===== src/rtl/single_pulse_capture.sv =====
// ---------------------------------------------------------------------------
// single_pulse_capture
//
// Measures one pulse on an asynchronous line relative to a start trigger.
// A falling edge on startclock arms the block and zeroes a timestamp
// counter. The block then records the cycle offsets of the next rising and
// falling edge of pulse_in. The captured start, end and width are held for
// host readback.
//
// Parameters
//   CNT_W        width of the timestamp counter and the captured values
//   SYNC_STAGES  synchronizer depth on startclock and on pulse_in (>= 2)
//   TIMEOUT      counter value at which an incomplete capture is abandoned
//
// Ports
//   clk          system clock; all logic is on the rising edge
//   rst_n        asynchronous active-low reset
//   startclock   asynchronous trigger; a falling edge starts a capture
//   pulse_in     asynchronous, active-high pulse under measurement
//   pulse1start  captured rising-edge offset  (tr - t0)
//   pulse1end    captured falling-edge offset (tf - t0)
//   pulse_width  pulse1end - pulse1start      (tf - tr)
//   valid        capture complete and results stable
//   timeout      last capture abandoned at TIMEOUT
//   busy         capture in progress
// ---------------------------------------------------------------------------
module single_pulse_capture #(
    parameter int unsigned       CNT_W       = 32,
    parameter int unsigned       SYNC_STAGES = 2,
    parameter logic [CNT_W-1:0]  TIMEOUT     = CNT_W'(50000000)
) (
    input  logic             clk,
    input  logic             rst_n,
    input  logic             startclock,
    input  logic             pulse_in,
    output logic [CNT_W-1:0] pulse1start,
    output logic [CNT_W-1:0] pulse1end,
    output logic [CNT_W-1:0] pulse_width,
    output logic             valid,
    output logic             timeout,
    output logic             busy
);

    typedef enum logic [2:0] {
        IDLE      = 3'd0,
        WAIT_LOW  = 3'd1,
        WAIT_RISE = 3'd2,
        WAIT_FALL = 3'd3,
        DONE      = 3'd4
    } state_t;

    // -----------------------------------------------------------------------
    // Synchronizers plus history flop (identical depth on both paths)
    // -----------------------------------------------------------------------
    logic [SYNC_STAGES-1:0] start_sync_q;
    logic [SYNC_STAGES-1:0] pulse_sync_q;
    logic                   start_hist_q;
    logic                   pulse_hist_q;

    logic start_lvl;
    logic pulse_lvl;

    assign start_lvl = start_sync_q[SYNC_STAGES-1];
    assign pulse_lvl = pulse_sync_q[SYNC_STAGES-1];

    always_ff @(posedge clk or negedge rst_n) begin
        if (!rst_n) begin
            start_sync_q <= '0;
            pulse_sync_q <= '0;
            start_hist_q <= 1'b0;
            pulse_hist_q <= 1'b0;
        end else begin
            start_sync_q <= {start_sync_q[SYNC_STAGES-2:0], startclock};
            pulse_sync_q <= {pulse_sync_q[SYNC_STAGES-2:0], pulse_in};
            start_hist_q <= start_lvl;
            pulse_hist_q <= pulse_lvl;
        end
    end

    // -----------------------------------------------------------------------
    // Event pipeline: two register stages carrying the trigger strobe, the
    // pulse edge strobes and the pulse level side by side. Keeping all
    // events in lockstep means the trigger and pulse edges see exactly the
    // same delay, and the FSM acts SYNC_STAGES+2 edges after the pin
    // sample, which is what places valid at tf+SYNC_STAGES+2.
    // -----------------------------------------------------------------------
    logic trig_s1_q, rise_s1_q, fall_s1_q, lvl_s1_q;
    logic trig_s2_q, rise_s2_q, fall_s2_q, lvl_s2_q;

    always_ff @(posedge clk or negedge rst_n) begin
        if (!rst_n) begin
            trig_s1_q <= 1'b0;
            rise_s1_q <= 1'b0;
            fall_s1_q <= 1'b0;
            lvl_s1_q  <= 1'b0;
            trig_s2_q <= 1'b0;
            rise_s2_q <= 1'b0;
            fall_s2_q <= 1'b0;
            lvl_s2_q  <= 1'b0;
        end else begin
            trig_s1_q <= start_hist_q & ~start_lvl;
            rise_s1_q <= ~pulse_hist_q & pulse_lvl;
            fall_s1_q <= pulse_hist_q & ~pulse_lvl;
            lvl_s1_q  <= pulse_lvl;
            trig_s2_q <= trig_s1_q;
            rise_s2_q <= rise_s1_q;
            fall_s2_q <= fall_s1_q;
            lvl_s2_q  <= lvl_s1_q;
        end
    end

    // -----------------------------------------------------------------------
    // Saturating increment of the timestamp counter
    // -----------------------------------------------------------------------
    logic [CNT_W-1:0] cnt_q;
    logic [CNT_W-1:0] cnt_d;

    always_comb begin
        cnt_d = cnt_q;
        if (cnt_q != '1) begin
            cnt_d = cnt_q + CNT_W'(1);
        end
    end

    // -----------------------------------------------------------------------
    // Capture FSM with registered outputs
    //
    // The counter loads 1 (not 0) on the trigger: the FSM sees the trigger
    // and a pulse edge through the same pipeline, and a pulse edge read k
    // cycles after the load sees value 1+(k-1) = k, i.e. the exact offset.
    // The rising-edge stamp is held internally and only copied to the
    // outputs on completion, so a retrigger or timeout never exposes a
    // half-captured result.
    // -----------------------------------------------------------------------
    state_t           state_q;
    logic [CNT_W-1:0] start_cap_q;
    logic [CNT_W-1:0] start_q;
    logic [CNT_W-1:0] end_q;
    logic [CNT_W-1:0] width_q;
    logic             valid_q;
    logic             timeout_q;
    logic             busy_q;

    always_ff @(posedge clk or negedge rst_n) begin
        if (!rst_n) begin
            state_q     <= IDLE;
            cnt_q       <= '0;
            start_cap_q <= '0;
            start_q     <= '0;
            end_q       <= '0;
            width_q     <= '0;
            valid_q     <= 1'b0;
            timeout_q   <= 1'b0;
            busy_q      <= 1'b0;
        end else if (trig_s2_q) begin
            // Trigger has priority over any pulse edge in the same cycle.
            cnt_q     <= CNT_W'(1);
            valid_q   <= 1'b0;
            timeout_q <= 1'b0;
            busy_q    <= 1'b1;
            state_q   <= lvl_s2_q ? WAIT_LOW : WAIT_RISE;
        end else begin
            case (state_q)
                IDLE, DONE: begin
                    // Results and flags held until the next trigger.
                end

                WAIT_LOW, WAIT_RISE, WAIT_FALL: begin
                    cnt_q <= cnt_d;
                    if (cnt_q == TIMEOUT) begin
                        timeout_q <= 1'b1;
                        busy_q    <= 1'b0;
                        state_q   <= IDLE;
                    end else begin
                        case (state_q)
                            WAIT_LOW: begin
                                if (!lvl_s2_q) begin
                                    state_q <= WAIT_RISE;
                                end
                            end
                            WAIT_RISE: begin
                                if (rise_s2_q) begin
                                    start_cap_q <= cnt_q;
                                    state_q     <= WAIT_FALL;
                                end
                            end
                            WAIT_FALL: begin
                                if (fall_s2_q) begin
                                    start_q <= start_cap_q;
                                    end_q   <= cnt_q;
                                    width_q <= cnt_q - start_cap_q;
                                    valid_q <= 1'b1;
                                    busy_q  <= 1'b0;
                                    state_q <= DONE;
                                end
                            end
                            default: begin
                                state_q <= IDLE;
                            end
                        endcase
                    end
                end

                default: begin
                    state_q <= IDLE;
                    busy_q  <= 1'b0;
                end
            endcase
        end
    end

    assign pulse1start = start_q;
    assign pulse1end   = end_q;
    assign pulse_width = width_q;
    assign valid       = valid_q;
    assign timeout     = timeout_q;
    assign busy        = busy_q;

endmodule


===== config.mk =====
export PLATFORM = sky130hd
export DESIGN_NAME = single_pulse_capture
export DESIGN_NICKNAME = d
export VERILOG_FILES = /design/src/rtl/single_pulse_capture.sv
export SDC_FILE = /design/constraint.sdc
export NUM_CORES = 1
export LEC_CHECK = 0
export ABC_AREA = 1
export BUFFER_PORTS_ARGS = -buffer_cell sky130_fd_sc_hd__buf_2
export CORE_MARGIN = 2
export CORE_UTILIZATION = 54
export DETAILED_ROUTE_END_ITERATION = 10
export GPL_TIMING_DRIVEN = 0
export PLACE_DENSITY_LB_ADDON = 0.08
export SETUP_SLACK_MARGIN = 0.3
export SLEW_MARGIN = 40
export SYNTH_ARGS = -nofsm -noshare
export SYNTH_HDL_FRONTEND = slang
export SYNTH_SLANG_ARGS = --single-unit

===== constraint.sdc =====
create_clock -name clk -period 2.1 [get_ports clk]
set_input_delay 0 -clock clk [delete_from_list [all_inputs] [get_ports clk]]
set_output_delay 0 -clock clk [all_outputs]
set_load 0.02 [all_outputs]

### Word-level counts from Yosys, hierarchy flattened

Index checks and enable logic that the tools add are counted.

| operators by class | value |
|---|---|
| mux-type cells | 24 |
| bitwise logic cells | 8 |
| $add $sub $neg | 2 |
| eq/ne operators | 13 |
| reduce and logical (&&, ||, !) cells | 15 |

Operator list:

| cell | number |
|---|---|
| $mux 32 | 3 |
| $add 32x1->32 const B | 1 |
| $eq 32x26->1 const B | 1 |
| $ne 32x32->1 const B | 1 |
| $sub 32x32->32 | 1 |
| $mux 3 | 5 |
| $ne 5x5->1 const B | 3 |
| $mux 1 | 12 |
| $reduce_and 5->1 | 2 |
| $reduce_bool 2->1 | 5 |
| $pmux 3 s3 | 1 |
| $ne 4x4->1 const B | 2 |
| $reduce_and 4->1 | 2 |
| $eq 3x2->1 const B | 2 |
| $pmux 3 s2 | 1 |
| $not 1->1 | 5 |
| $ne 2x2->1 const B | 2 |
| $reduce_and 2->1 | 2 |
| $and 1x1->1 | 3 |
| $eq 3x1->1 const B | 1 |
| $eq 3x3->1 const B | 1 |
| $logic_not 3->1 | 1 |
| $reduce_and 3->1 | 1 |
| $reduce_or 3->1 | 1 |
| 3 further kinds | 3 |

| word-level totals | value |
|---|---|
| output and inout bits | 99 |
| input bits | 4 |
| flip-flop bits (word level) | 179 |
| logic and storage cells | 82 |

### Longest topological paths before layout

| logic depth | value |
|---|---|
| depth after elaboration | 5 |
| gate-level depth with buffers | 15 |
| mapped depth without buffers | 15 |

### Worst setup path before layout

Ideal clock, no wire load.

| timing path | value |
|---|---|
| kind | register -> register |
| start | register cnt_q[0] |
| end | register width_q[28], in the netlist pulse_width[28] |
| stages on the path, launching flop included | 14 |
| path slack | 0.143 ns |
| buffers on the path | 0 |
| data required time | 1.983 ns |
| arrival time | 1.840 ns |
| setup time | 0.117 ns |
| clock period less this slack | 1.957 ns |
| cell sequence | dfrtp_1 -> inv_2 -> ha_1 -> fa_1 -> inv_1 -> nand3_1 -> nand3_1 -> nand3_1 -> nand3_1 -> nand2_1 -> nand2_1 -> nand2_1 -> nand3_1 -> nand2_1 |

| on the way | value |
|---|---|
| cells in the longest elaborated chain, start to end | 3 |
| elaborated cells between the ends (all ways) | 4 |
| those cells by class | 1 x add/sub; 1 x eq/ne; 1 x bitwise; 1 x reduce/logical |

RTL lines:

| element | RTL line | source |
|---|---|---|
| from (decl) | 115 | `logic [CNT_W-1:0] cnt_q;` |
| from (signal assigned) | 169 | `cnt_q <= cnt_d;` |
| parallel branches: the longest is 3 deep, another holds $sub 32x32->32 | -- |  |
| to (signal assigned) | 191 | `width_q <= cnt_q - start_cap_q;` |
| to (decl) | 139 | `logic [CNT_W-1:0] width_q;` |

Parallel ways; which one is timed is not known.
A chain may end at the register's enable or synchronous reset.

### Final worst setup path

| timing path | value |
|---|---|
| start | register cnt_q[1] |
| end | register end_q[12], in the netlist pulse1end[12] |

| on the way | value |
|---|---|
| cells in the longest elaborated chain, start to end | 3 |

RTL lines:

| element | RTL line | source |
|---|---|---|
| $eq 32x26->1 | 170 | `if (cnt_q == TIMEOUT) begin` |
| $not 1->1 (no line) | -- |  |
| $reduce_and 5->1 (no line) | -- |  |
| to (signal assigned) | 190 | `end_q <= cnt_q;` |
| to (decl) | 138 | `logic [CNT_W-1:0] end_q;` |

Every way passes these cells.

==> results.yml <==
detailed_routing:
  first_pass_iters: 8
  via_per_inst: 5.540
  drcViolationCount: 0
  drt_iter0_markers: 1080
  num_vias: 10150
  wl_per_cell_um: 18.34
  ant_nets: 0
  routed_wl_um: 33600
sta:
  max_freq_ghz: 0.4739
  slew_headroom: 0.4408
  hold_viol: 0
  fin_skew_ps: 15.01
  slew_violations: 0
  rsz0062_at_grt: "yes"
  setup_ws_ps: -10.21
  setup_violations: 1
  tightest_slew_ps: 834.3
  whs_ps: 10.01
  final.min_clock_period_ps: 2110
  period_share: 1.005
floorplan:
  die_h_um: 141.2
  rows: 50
  start_util: 0.5471
  die_x_um: 141.2
  core_area_um2: 18580
  num_io_pins: 103
  die-area_um2: 19940
worst_setup_path:
  r2r-end: "pulse1end[12]$_DFFE_PN0P_"
  path_max_fanout: 10
  r2r-start: "cnt_q[1]$_DFFE_PN0P_"
  cp.arrival_ps: 2480
  critPathKind: "flip-flop to flip-flop"
  critPathCaptureType: "flip-flop"
  r2r_slack_ps: -10
  r2r_cells: 15
  critPathRequiredTime_ps: 2470
  startpoint_type: "flip-flop"
yosys:
  ys_seq_elements: 179
  syn-num-nets: 1428
  synth_flop_cell: "dfrtp_1"
  postSynth.asyncResetShare: 1.000
  yosys_warnings: 0
  synth_edf_count: 0
  synthDistinctLibCells: 32
  syn_inst: 1390
  syn_area_um2: 10170
  syn_area_per_cell_um2: 7.314
  yosysSeqAreaShare: 0.4406
global_route:
  antenna_found_initial: 0
  grt-ovfl-total: 0
  track_usage: 0.3235
  grt_start_max_net_pins: 71
  grt_pass1_vias: 9392
  grt_first_pass_wirelength_um: 49550
placed_design:
  port_buffers: 102
  gp_congestion: 1.007
  dp_hpwl_um: 21810
  dp.cells: 1728
finish:
  finalNonFillerCells: 1832
  drive_gt1_frac: 0.3385
  area_delta_synth_final_pct: 35.69
  antennaDiodeCount: 0
  nets: 1623
power_and_ir_drop:
  p_leak_uw: 0.006852
  finalPower_uw: 13860
  p_per_area_nw_per_um2: 1004
  p_sw_frac: 0.4227
  vdd_drop_max_uv: 670.6
  p_int_uw: 7999
  p_seq_frac: 0.311
  clkPwrFrac: 0.235
  power_frac_comb: 0.453
  switchingPower_uw: 5856
cts:
  cts_tree: "done"
  root_buffer: "clkbuf_16"
  clock-sinks: 179
  clk_latency_ps: 450
  clock_path_buffers: 2
  htreeDepth: 4
  clkTransAtPathRegs_ps: 80
  cts_buffers: 17
run_status:
  status: "finished with violations"
  violations: "negative setup slack"
job:
  drv_cap: 0
min_path:
  hold_path_class: "primary input to async pin"
[metal layers]
| layer | vias up | part of all wire | global-route usage |
|---|---|---|---|
| li1 | 4759 | - | - |
| met1 | 4796 | 0.41 | 0.4386 |
| met2 | 464 | 0.48 | 0.5235 |
| met3 | 130 | 0.072 | 0.04586 |
| met4 | 0 | 0.040 | 0.1363 |
| met5 | - | 0 | 0 |
[worst max-delay path by stage]
stage                                startpoint  depth (start not counted)  slack, ps                          end
global route        start_cap_q[10]$_DFFE_PN0P_                         11        -80  pulse_width[20]$_DFFE_PN0P_
finish                     cnt_q[1]$_DFFE_PN0P_                         15        -10    pulse1end[12]$_DFFE_PN0P_
floorplan                  cnt_q[0]$_DFFE_PN0P_                         13        290  pulse_width[16]$_DFFE_PN0P_
detailed placement         cnt_q[1]$_DFFE_PN0P_                          9       -250        cnt_q[30]$_DFFE_PN0P_
CTS                        cnt_q[1]$_DFFE_PN0P_                         13        170    pulse1end[20]$_DFFE_PN0P_
global placement                          rst_n                          1      -1840    pulse1end[26]$_DFFE_PN0P_
[synth_stat cells (13+ instances only)]
cell,number,area (µm²)
nand3_1,80,400.4
nor3_1,17,85.08
o21ai_2,19,166.4
xnor2_1,13,113.9
a21oi_1,21,105.1
ha_1,33,412.9
buf_2,15,75.07
nor2_1,97,364.1
o21ai_0,73,365.4
o21ai_1,57,285.3
nand2_2,21,131.4
inv_1,182,683.2
dfrtp_1,179,4479
nand2_1,504,1892
[registers in the layout (all words and copies together), names as in the netlist, 2 cells and up]
register,count
cnt_q,32
start_cap_q,32
pulse_sync_q,2
pulse_width,32
state_q,3
start_sync_q,2
pulse1end,32
pulse1start,32
[power groups by stage]
| stage | combinational (µW) | clock (µW) | sequential (µW) |
|---|---|---|---|
| finish | 6280 | 3260 | 4310 |
| global route | 6780 | 3410 | 4350 |
| CTS | 5300 | 3280 | 4270 |
| detailed placement | 4370 | 0 | 4320 |
| global placement | 4270 | 0 | 4310 |
| floorplan | 2580 | 0 | 4750 |
[what timing repair did]
item | CTS | global route
hold buffers | 3 | 0
pin swaps | 13 | 39
setup buffers | 35 | 13
setup endpoints to repair | 166 | 165
gates cloned | 14 | 7
resized for setup | 204 | 251
endpoints found under the hold margin | 111 | 0
[through the flow]
step           TNS [ps]  setup slack [ps]  instance area (µm²)    util
2_1_floorplan         0             292.0                10190       -
3_3_place_gp    -348960             -1845                11000  0.5919
3_5_place_dp     -25930            -246.2                11060  0.5954
4_1_cts               0             165.6                12810  0.6896
5_1_grt           -1141            -76.85                13790  0.7424
6_report         -10.21            -10.21                13790  0.7424
[cell usage in the layout (no fill, tap or decap), types with 37 or more instances in the layout]
cell type  count
nand3_1       62
inv_1        172
buf_4         37
buf_2        102
o21ai_1       81
nand2_1      410
dfrtp_1      152
nand2_2       87
o21ai_2       61
nor2_1        77
[critical path, cell delays in order (launching register included)]
cell and delay (ps):
dfrtp_2 480, clkinv_4 110, ha_4 130, inv_2 30, nor2_2 80, nand2_1 100, nor2_2 150, nand2_2 90
nand2_2 100, inv_4 70, nand2_8 90, buf_12 130, buf_12 140, buf_12 140, nand2_1 60, o21ai_1 100
[cell type report]
class / instances / area [µm²]
multi-input combinational: 984 / 5763
fill: 1384 / 4786
sequential: 179 / 4513
timing repair buffer: 173 / 1380
inverter: 194 / 758.2
buffer: 36 / 488.0
clock buffer: 17 / 425.4
tap: 234 / 292.8
clock inverter: 15 / 173.9
[logic make-up after synthesis]
family / after synthesis / share of synthesized area
XOR/XNOR: 25 / 0.02154
buffers and inverters: 230 / 0.09723
flip-flops: 179 / 0.4406
AO/OA/AOI/OAI: 172 / 0.09218
AND/OR/NAND/NOR: 750 / 0.3058
adder cells (fa/ha/maj): 34 / 0.04259
No activity file was read; power rests on OpenSTA's default activity.
